### src/rtl/servisia_gpio_ctrl.sv
// Wishbone GPIO: per-pin direction, synchronised inputs, atomic SET/CLR/TGL, rise/fall edge IRQs.
// Ack one cycle after stb is sampled and at most every other cycle; the held stb is the only stall.
module servisia_gpio_ctrl #(
    parameter int               WIDTH       = 8,
    parameter int               SYNC_STAGES = 2,
    parameter logic [WIDTH-1:0] RESET_OUT   = '0
) (
    input  logic             wb_clk_i,
    input  logic             wb_rst_i,
    input  logic [3:0]       wb_adr_i,
    input  logic [31:0]      wb_dat_i,
    input  logic [3:0]       wb_sel_i,
    input  logic             wb_we_i,
    input  logic             wb_stb_i,
    output logic [31:0]      wb_rdt_o,
    output logic             wb_ack_o,
    input  logic [WIDTH-1:0] gpio_i,
    output logic [WIDTH-1:0] gpio_o,
    output logic [WIDTH-1:0] gpio_oe_o,
    output logic             irq_o
);

    localparam logic [3:0] ADR_DATA_OUT = 4'd0;
    localparam logic [3:0] ADR_SET      = 4'd1;
    localparam logic [3:0] ADR_CLR      = 4'd2;
    localparam logic [3:0] ADR_TGL      = 4'd3;
    localparam logic [3:0] ADR_DIR      = 4'd4;
    localparam logic [3:0] ADR_DATA_IN  = 4'd5;
    localparam logic [3:0] ADR_RISE_EN  = 4'd6;
    localparam logic [3:0] ADR_FALL_EN  = 4'd7;
    localparam logic [3:0] ADR_IRQ_STAT = 4'd8;

    logic [WIDTH-1:0] out_q, out_d;
    logic [WIDTH-1:0] dir_q, dir_d;
    logic [WIDTH-1:0] rise_en_q, rise_en_d;
    logic [WIDTH-1:0] fall_en_q, fall_en_d;
    logic [WIDTH-1:0] status_q, status_d;
    logic [WIDTH-1:0] prev_q;
    logic [SYNC_STAGES-1:0][WIDTH-1:0] sync_q;
    logic             ack_q, ack_d;
    logic [31:0]      rdt_q, rdt_d;

    logic [WIDTH-1:0] in_s;
    logic [WIDTH-1:0] wmask;
    logic [WIDTH-1:0] wd;
    logic [WIDTH-1:0] w1c;
    logic [WIDTH-1:0] rise;
    logic [WIDTH-1:0] fall;
    logic [WIDTH-1:0] rd_val;
    logic             access;
    logic             wr;
    logic             unused_bits;

    // Upper data/sel bits are legitimately ignored when WIDTH < 32.
    assign unused_bits = ^{wb_dat_i, wb_sel_i};

    assign in_s   = sync_q[SYNC_STAGES-1];
    assign rise   = in_s & ~prev_q;
    assign fall   = ~in_s & prev_q;
    assign access = wb_stb_i & ~ack_q;
    assign wr     = access & wb_we_i;
    assign ack_d  = access;

    always_comb begin
        wmask = '0;
        for (int i = 0; i < WIDTH; i++) begin
            wmask[i] = wb_sel_i[i/8];
        end
        wd = wb_dat_i[WIDTH-1:0] & wmask;
    end

    always_comb begin
        out_d     = out_q;
        dir_d     = dir_q;
        rise_en_d = rise_en_q;
        fall_en_d = fall_en_q;
        w1c       = '0;
        if (wr) begin
            case (wb_adr_i)
                ADR_DATA_OUT: out_d     = (out_q & ~wmask) | wd;
                ADR_SET:      out_d     = out_q | wd;
                ADR_CLR:      out_d     = out_q & ~wd;
                ADR_TGL:      out_d     = out_q ^ wd;
                ADR_DIR:      dir_d     = (dir_q & ~wmask) | wd;
                ADR_RISE_EN:  rise_en_d = (rise_en_q & ~wmask) | wd;
                ADR_FALL_EN:  fall_en_d = (fall_en_q & ~wmask) | wd;
                ADR_IRQ_STAT: w1c       = wd;
                default:      ;
            endcase
        end
        // New edge events are OR-ed in after the clear, so a coincident set wins.
        status_d = (status_q & ~w1c) | (rise & rise_en_q) | (fall & fall_en_q);
    end

    always_comb begin
        case (wb_adr_i)
            ADR_DATA_OUT: rd_val = out_q;
            ADR_DIR:      rd_val = dir_q;
            ADR_DATA_IN:  rd_val = in_s;
            ADR_RISE_EN:  rd_val = rise_en_q;
            ADR_FALL_EN:  rd_val = fall_en_q;
            ADR_IRQ_STAT: rd_val = status_q;
            default:      rd_val = '0;
        endcase
        rdt_d = rdt_q;
        if (access) begin
            rdt_d              = '0;
            rdt_d[WIDTH-1:0]   = rd_val;
        end
    end

    always_ff @(posedge wb_clk_i) begin
        if (wb_rst_i) begin
            out_q     <= RESET_OUT;
            dir_q     <= '0;
            rise_en_q <= '0;
            fall_en_q <= '0;
            status_q  <= '0;
            prev_q    <= '0;
            sync_q    <= '0;
            ack_q     <= 1'b0;
            rdt_q     <= '0;
        end else begin
            out_q     <= out_d;
            dir_q     <= dir_d;
            rise_en_q <= rise_en_d;
            fall_en_q <= fall_en_d;
            status_q  <= status_d;
            prev_q    <= in_s;
            sync_q    <= {sync_q[SYNC_STAGES-2:0], gpio_i};
            ack_q     <= ack_d;
            rdt_q     <= rdt_d;
        end
    end

    assign wb_ack_o  = ack_q;
    assign wb_rdt_o  = rdt_q;
    assign gpio_o    = out_q;
    assign gpio_oe_o = dir_q;
    assign irq_o     = |status_q;

endmodule

### config.mk
export PLATFORM = sky130hd
export DESIGN_NAME = servisia_gpio_ctrl
export DESIGN_NICKNAME = d
export VERILOG_FILES = /design/src/rtl/servisia_gpio_ctrl.sv
export SDC_FILE = /design/constraint.sdc
export NUM_CORES = 1
export LEC_CHECK = 0
export CAP_MARGIN = 10
export CORE_ASPECT_RATIO = 0.75
export CORE_UTILIZATION = 45
export CTS_CLUSTER_SIZE = 16
export DETAILED_ROUTE_END_ITERATION = 10
export PLACE_DENSITY = 0.75
export SYNTH_ARGS = -nofsm -noshare
export SYNTH_HDL_FRONTEND = slang
export SYNTH_SLANG_ARGS = --single-unit
### constraint.sdc
create_clock -name wb_clk_i -period 2.6 [get_ports wb_clk_i]
set_clock_uncertainty 0.2 [all_clocks]
set_input_delay 0.39 -clock wb_clk_i [delete_from_list [all_inputs] [get_ports wb_clk_i]]
set_output_delay 0.39 -clock wb_clk_i [all_outputs]
set_load 0.01 [all_outputs]
==> results of run 1 <==
## cells by family after synthesis
family | share of synthesized area [%]
compound gates | 14.6
other cells | 0.103
simple gates | 23.0
buf+inv | 9.07
mux | 10.2
fa+ha+maj | 2.76
flops | 40.3
## power by group
part	internal (W)	total, W	switching [W]
clock	0.000446	0.000869	0.000423
combinational	0.000115	0.000258	0.000143
sequential	0.00114	0.00116	0.0000180
## metrics by stage
step                setup WS [ps]  utilization, %
floorplan                     511               -
global placement             99.5            56.1
detailed placement           37.0            56.1
CTS                           318            58.6
global route                  162            58.6
finish                        315            58.6
## worst reg2reg max path, cell delays in order, from the launching register on
cell and delay, ps:
dfxtp_1 410, or3b_2 480, a211oi_1 270, a21oi_1 60, a221oi_1 230
## final timing paths
kind | startpoint | end | slack [ps]
worst max register to register | gpio_o[5] | wb_rdt_o[5] | 860
worst max-delay path | wb_adr_i[1] | status_q[1] | 320
worst min register to register | sync_q[6] | in_s[6] | 240
worst min-delay path | wb_rst_i | gpio_o[1] | 80
## metal layers
metal  wire (um)  up-vias
met1        4170     1495
met4         114        0
met3         776       16
met5           0        -
li1            -     1510
met2        4140      148
## final cells by class
| cell class | count | area, um^2 | share of cell area (%) |
|---|---|---|---|
| Clock buffer | 12 | 135 | 3.05 |
| Clock inverter | 4 | 53.8 | 1.21 |
| Inverter | 9 | 33.8 | 0.761 |
| Multi-Input combinational cell | 297 | 1920 | 43.3 |
| Sequential cell | 73 | 1460 | 32.9 |
| Tap cell | 101 | 126 | 2.85 |
| Timing Repair Buffer | 76 | 703 | 15.8 |
## synth_stat cells (2+ instances only)
cell and count:
a22oi_1 2, o22ai_1 10, nand2b_1 10, nor2_1 37, nor3_1 2, a32oi_1 7, a31oi_1 11, a211oi_1 2
buf_6 2, a21o_1 3, o211ai_1 6, o21bai_1 4, buf_1 2, o21ai_0 9, and3b_1 2, o31ai_1 2
inv_1 9, dfxtp_1 73, nand3b_1 18, a22o_1 3, buf_4 25, nor3b_1 3, clkbuf_1 14, nor4_1 2
nor2b_1 26, nand3_1 9, nand2_1 28, a21oi_1 12, ha_1 8, buf_2 5, mux2i_1 36
==> qor.yml, run 1 <==
status: "finished clean"
yosysWarningCount: 0
port_buffers: 50
place_area_um2: 4250
std_cell_rows: 27
dp_hpwl_mm: 6.79
cts_setup_buffers: 0
leakagePower_nw: 1.64
powerDensity_nw_per_um2: 515
critPathMaxStageDelay_ps: 610
postRouteWirelength_mm: 9.20
ys_ff_latch: 73
tritoncts: "built"
path_cells: "clkdlybuf4s50_1 -> nor4b_1 -> nand3_1 -> o21ai_0 -> a31oi_1"
rsz0062_at_grt: "false"
initial_core_util_pct: 47.9
hold-worst-slack_ps: 84.5
grt_pass1_vias: 3069
hold_buffers: 0
wire_per_inst_um: 16.1
dpl.cell_count: 556
worst-r2r-cell-count: 4
finalCritPeriodShare_pct: 87.9
clk_latency_ps: 350
hold_path.class: "in -> reg"
cp_max_fo: 10
grt_usage_pct: 23.4
clock-sinks: 73
hold_viol: 0
place_congestion: 0.882
area_growth_pct: 22.3
end_kind: "register"
core_area_um2: 7570
cp_slowest_cell: "clkdlybuf4s50_1"
postRouteAntennaNets: 0
syn_area_um2: 3630
antenna_cells: 0
synth_area_leaders: "dfxtp_1 (40%), mux2i_1 (9.9%), buf_4 (5.2%), nor2b_1 (4.5%), nor2_1 (3.8%)"
total_power_w: 0.00229
cp.depth: 5
synthDominantCellAreaShare_pct: 40.3
max_freq_mhz: 438
ys_seq_area_share_pct: 40.3
cp-start-kind: "input pin"
fin_tns_setup_ps: 0
cts_root_buffer: "clkbuf_8"
antenna_found_initial: 0
worstHoldPathCells: 2
drv_slew: 0
die_w_um: 106
synth_edf_count: 0
cts_resized: 0
tightest_slew_ps: 671
htreeDepth: 3
cp_num_buf_inv: 1
netlist_instances: 404
fin_area_um2: 4440
yosysUniqueCellTypes: 53
min_period_ps: 2280
clk_path_buf_depth: 2
grt_most_used_layer: "met2"
layout_commonest_cell: "dfxtp_1"
vias: 3169
gr-usage-met3_pct: 6.86
overflow: 0
final_cell_count_no_fill: 572
die-area_um2: 8430
drive_above_1_share_pct: 9.98
grt_pass1_wl_mm: 15.3
met1_usage_pct: 30.6
yosysTopAreaCell: "dfxtp_1"
nets: 526
cap_violations: 0
setup_viol: 0
synth-main-ff-cell: "dfxtp_1"
crit_family: "simple AND/OR/NAND/NOR gates"
vias_per_cell: 5.54
layout_common_cells: "dfxtp_1 (73), clkdlybuf4s50_1 (49), nor2_1 (37)"
cp.arrival_ps: 2280
io_pins: 102
grt_max_degree: 68
path_clk_slew_ps: 80
drtIter0Drc: 200
grtUsageMet2_pct: 37.5
first_pass_iters: 5
slew_headroom_pct: 55.2
crit_type: "in -> reg"
chipHeight_um: 79.8
cts_inserted_buffers: 9
syn_area_per_cell_um2: 8.98
n_fill_cell: 696
async_flop_share_pct: 0
cp.required_ps: 2600
drc_errors: 0
max-vdd-ir-drop_mv: 0.312
No activity file was read; power rests on OpenSTA's default activity.
==> run 2, diff against run 1 <==
--- a/config.mk
+++ b/config.mk
@@ -7,6 +7,7 @@
 export LEC_CHECK = 0
 export CAP_MARGIN = 10
 export CORE_ASPECT_RATIO = 0.75
+export CORE_MARGIN = 2
 export CORE_UTILIZATION = 45
 export CTS_CLUSTER_SIZE = 16
 export DETAILED_ROUTE_END_ITERATION = 10
==> qor.yml, run 2 (synthesized netlist as in run 1, its figures left out) <==
dp_hpwl_mm: 7.13  # was 6.79 mm
min-delay-start: "wb_rst_i"  # unchanged
path_clk_slew_ps: 80  # about the same
std_cell_rows: 28  # was 27
place_congestion: 0.884  # was 0.882
r2r-end: "status_q[6]"  # was wb_rdt_o[5]
min_period_ps: 2250  # was 2280 ps
r2r-start: "wb_ack_o"  # was gpio_o[5]
overflow: 0  # unchanged
hold_viol: 0  # unchanged
setup_viol: 0  # unchanged
cp.arrival_ps: 2260  # was 2280 ps
vias: 3186  # was 3169
drc_errors: 0  # unchanged
grt_pass1_wl_mm: 15.3  # about the same
finalCritPeriodShare_pct: 86.5  # was 87.9%
dpl.cell_count: 557  # was 556
clock-sinks: 73  # unchanged
powerDensity_nw_per_um2: 542  # was 515 nW/um^2
grt_usage_pct: 22.8  # was 23.4%
leakagePower_nw: 1.64  # about the same
cap_violations: 0  # unchanged
die_w_um: 108  # was 106 um
vias_per_cell: 5.56  # was 5.54
cts_inserted_buffers: 9  # unchanged
tritoncts: "built"  # unchanged
slew_headroom_pct: 55.3  # was 55.2%
first_pass_iters: 8  # was 5
io_pins: 102  # unchanged
seqCellArea_um2: 1460  # unchanged
cp-start-kind: "input pin"  # unchanged
clk_path_buf_depth: 2  # unchanged
port_buffers: 50  # unchanged
rrSetupSlack_ps: 890  # was 860 ps
cp.required_ps: 2610  # was 2600 ps
cts_setup_buffers: 0  # unchanged
end_kind: "register"  # unchanged
crit_type: "in -> reg"  # unchanged
cts_root_buffer: "clkbuf_8"  # unchanged
grt_max_degree: 61  # was 68
layout_commonest_cell: "dfxtp_1"  # unchanged
hold_buffers: 0  # unchanged
hold_path.class: "in -> reg"  # unchanged
cts_resized: 0  # unchanged
die-area_um2: 8800  # was 8430 um^2
tightest_slew_ps: 670  # was 671 ps
clk_latency_ps: 350  # about the same
core_area_um2: 7850  # was 7570 um^2
rsz0062_at_grt: "false"  # unchanged
drive_above_1_share_pct: 9.62  # was 9.98%
postRouteWirelength_mm: 9.74  # was 9.20 mm
antenna_found_initial: 0  # unchanged
grt_pass1_vias: 3105  # was 3069
final_util_pct: 56.7  # was 58.6%
max-vdd-ir-drop_mv: 0.377  # was 0.312 mV
fin_tns_setup_ps: 0  # unchanged
wire_per_inst_um: 17.0  # was 16.1 um
chipHeight_um: 81.8  # was 79.8 um
antenna_cells: 0  # unchanged
postRouteAntennaNets: 0  # unchanged
drv_slew: 0  # unchanged
max_freq_mhz: 444  # was 438 MHz
cp_max_fo: 10  # unchanged
nets: 523  # was 526
initial_core_util_pct: 46.2  # was 47.9%
htreeDepth: 3  # unchanged
worst-r2r-cell-count: 4  # unchanged
area_growth_pct: 22.7  # was 22.3%
min_to: "wb_ack_o"  # was gpio_o[1]
n_fill_cell: 726  # was 696
worstHoldPathCells: 2  # unchanged
final_cell_count_no_fill: 573  # was 572
multiInputGateArea_um2: 1920  # unchanged
layout_common_cells: "dfxtp_1 (73), clkdlybuf4s50_1 (49), nor2_1 (37)"  # unchanged
drtIter0Drc: 223  # was 200
status: "finished clean"  # unchanged
[run 2: cell count changes in the layout (fill, tap and decap cells not counted), sizes merged]
cell      before  now
clkinvlp       2    1
bufinv         1    2
buf           27   24
[run 2: power by group]
part / leakage, nW / switching, W / internal (W)
registers: 0.593 / 0.0000184 / 0.00114
logic: 0.943 / 0.000147 / 0.000112
clock network: 0.107 / 0.000424 / 0.000569
[run 2: per-stage QoR]
| stage | hold slack (ps) | setup slack, ps | area (um^2) | total power (W) |
|---|---|---|---|---|
| floorplan | 214 | 511 | 3710 | 0.00135 |
| global placement | 217 | 130 | 4230 | 0.00143 |
| detailed placement | 231 | 88.3 | 4230 | 0.00144 |
| CTS | 170 | 392 | 4450 | 0.00243 |
| global route | 177 | 167 | 4450 | 0.00249 |
| finish | 186 | 350 | 4450 | 0.00241 |
[run 2: worst max-delay path by stage]
stage | slack, ps | endpoint | from
after floorplan | 510 | gpio_o[4] | wb_sel_i[0]
after global placement | 130 | wb_rdt_o[5] | wb_adr_i[2]
after detailed placement | 90 | status_q[1] | wb_adr_i[1]
after CTS | 390 | irq_o | status_q[5]
after global routing | 170 | status_q[6] | wb_adr_i[1]
final | 350 | status_q[6] | wb_adr_i[1]
[run 2: routing by layer]
layer  track usage, %  share of wire, %  up-vias
met4             11.2               2.6        0
met3             6.11               7.7       29
met5                0                 0        -
li1                 -                 -     1498
met1             28.3                44     1511
met2             36.9                46      148
[run 2: final cells by class]
class / count / area share [%]
multi-input combinational: 297 / 43.2
sequential: 73 / 32.8
timing repair buffer: 73 / 15.3
clock buffer: 12 / 3.26
tap: 105 / 2.95
clock inverter: 4 / 1.71
inverter: 9 / 0.759
[run 2: worst max-delay path, cell delays in order]
cell	delay (ps)
clkdlybuf4s50_1	590
nor4b_1	470
nand3_1	370
o21ai_0	320
a31oi_1	120
==> run 3, diff against run 2 <==
--- a/config.mk
+++ b/config.mk
@@ -12,6 +12,7 @@
 export CTS_CLUSTER_SIZE = 16
 export DETAILED_ROUTE_END_ITERATION = 10
 export PLACE_DENSITY = 0.75
+export REMOVE_ABC_BUFFERS = 1
 export SYNTH_ARGS = -nofsm -noshare
 export SYNTH_HDL_FRONTEND = slang
 export SYNTH_SLANG_ARGS = --single-unit
==> qor.yml, run 3 (synthesized netlist as in run 1, its figures left out) <==
status: "finished clean"  # unchanged
htreeDepth: 3  # unchanged
fin_area_um2: 4510  # was 4450 um^2
std_cell_rows: 28  # unchanged
finalCritPeriodShare_pct: 93.5  # was 86.5%
swShare_pct: 24.0  # was 24.4%
wire_per_inst_um: 16.2  # was 17.0 um
drc_errors: 0  # unchanged
p_sw_w: 0.000583  # was 0.000589 W
antenna_found_initial: 0  # unchanged
drive_above_1_share_pct: 11.3  # was 9.62%
nets: 531  # was 523
crit_type: "in -> reg"  # unchanged
area_growth_pct: 24.3  # was 22.7%
cts_root_buffer: "clkbuf_8"  # unchanged
setup_viol: 0  # unchanged
cts_resized: 0  # unchanged
clk_latency_ps: 350  # about the same
clock-sinks: 73  # unchanged
cp.arrival_ps: 2430  # was 2260 ps
end_kind: "register"  # unchanged
tightest_slew_ps: 875  # was 670 ps
worst-r2r-cell-count: 4  # unchanged
clk_path_buf_depth: 2  # unchanged
p_comb_share_pct: 10.6  # was 10.7%
pwr-share-clk_pct: 41.7  # was 41.2%
die-area_um2: 8800  # unchanged
place_area_um2: 4280  # was 4230 um^2
path_clk_slew_ps: 70  # was 80 ps
layout_commonest_cell: "dfxtp_1"  # unchanged
port_buffers: 50  # unchanged
dp_hpwl_mm: 6.86  # was 7.13 mm
min_period_ps: 2430  # was 2250 ps
cp_max_fo: 10  # unchanged
place_congestion: 0.887  # was 0.884
vias_per_cell: 5.45  # was 5.56
io_pins: 102  # unchanged
hold_path.class: "in -> reg"  # unchanged
drv_slew: 0  # unchanged
p_int_w: 0.00185  # was 0.00182 W
chipHeight_um: 81.8  # unchanged
vias: 3169  # was 3186
rsz0062_at_grt: "false"  # unchanged
leakagePower_nw: 1.68  # was 1.64 nW
drtIter0Drc: 238  # was 223
first_pass_iters: 5  # was 8
grt_pass1_wl_mm: 15.0  # was 15.3 mm
hold-worst-slack_ps: 132  # was 186 ps
worstHoldPathCells: 2  # unchanged
grt_usage_pct: 22.3  # was 22.8%
cap_violations: 0  # unchanged
postRouteWirelength_mm: 9.41  # was 9.74 mm
cp.required_ps: 2600  # was 2610 ps
initial_core_util_pct: 46.2  # unchanged
hold_viol: 0  # unchanged
grt_max_degree: 67  # was 61
die_w_um: 108  # unchanged
final_util_pct: 57.4  # was 56.7%
cts_inserted_buffers: 9  # unchanged
cts_setup_buffers: 0  # unchanged
antenna_cells: 0  # unchanged
core_area_um2: 7850  # unchanged
seqPwrFrac_pct: 47.7  # was 48.1%
max_freq_mhz: 411  # was 444 MHz
postRouteAntennaNets: 0  # unchanged
layout_common_cells: "dfxtp_1 (73), clkdlybuf4s50_1 (49), nor2_1 (37)"  # unchanged
overflow: 0  # unchanged
slew_headroom_pct: 41.5  # was 55.3%
powerDensity_nw_per_um2: 539  # was 542 nW/um^2
total_power_w: 0.00243  # was 0.00241 W
cp-start-kind: "input pin"  # unchanged
hold_buffers: 0  # unchanged
max-vdd-ir-drop_mv: 0.364  # was 0.377 mV
tritoncts: "built"  # unchanged
grt_pass1_vias: 3056  # was 3105
-- run 3: final cells by class --
class / instances / area (um^2)
fillers: 743 / 3340
flip-flops and latches: 73 / 1460
clock buffers: 12 / 155
clock inverters: 4 / 75.1
well taps: 105 / 131
inverters: 9 / 33.8
repair buffers: 81 / 728
multi-input cells: 297 / 1920
-- run 3: final timing paths --
path	start	endpoint	slack, ps
max reg2reg	gpio_o[5]	wb_rdt_o[5]	800
min	wb_rst_i	register	130
max	wb_adr_i[2]	wb_rdt_o[0]	170
min reg2reg	sync_q[1]	in_s[1]	230
-- run 3: worst max-delay path, cell delays in order --
cell and delay (ps):
clkdlybuf4s50_1 640, buf_4 270, nor2b_1 150, o21bai_1 690, o21bai_1 220, a21oi_1 80
-- run 3: power by group through the flow --
stage / clock network (W) / logic (W) / registers [W]
6_report: 0.00101 / 0.000258 / 0.00116
5_1_grt: 0.00108 / 0.000281 / 0.00116
4_1_cts: 0.00103 / 0.000255 / 0.00116
3_5_place_dp: 0 / 0.000253 / 0.00119
3_3_place_gp: 0 / 0.000247 / 0.00118
2_1_floorplan: 0 / 0.000104 / 0.00118
-- run 3: through the flow --
step           TNS (ps)  instances  worst slack [ps]
6_report              0        581               170
3_5_place_dp       -671        565              -131
2_1_floorplan         0        379               724
4_1_cts               0        581               237
5_1_grt               0        581              96.7
3_3_place_gp       -127        565             -44.2
-- run 3: routing by layer --
metal / global-route usage [%] / vias up / wire length, um
li1: - / 1525 / -
met1: 28.0 / 1521 / 4280
met2: 37.7 / 108 / 4330
met3: 5.48 / 15 / 625
met4: 8.08 / 0 / 172
met5: 0 / - / 0
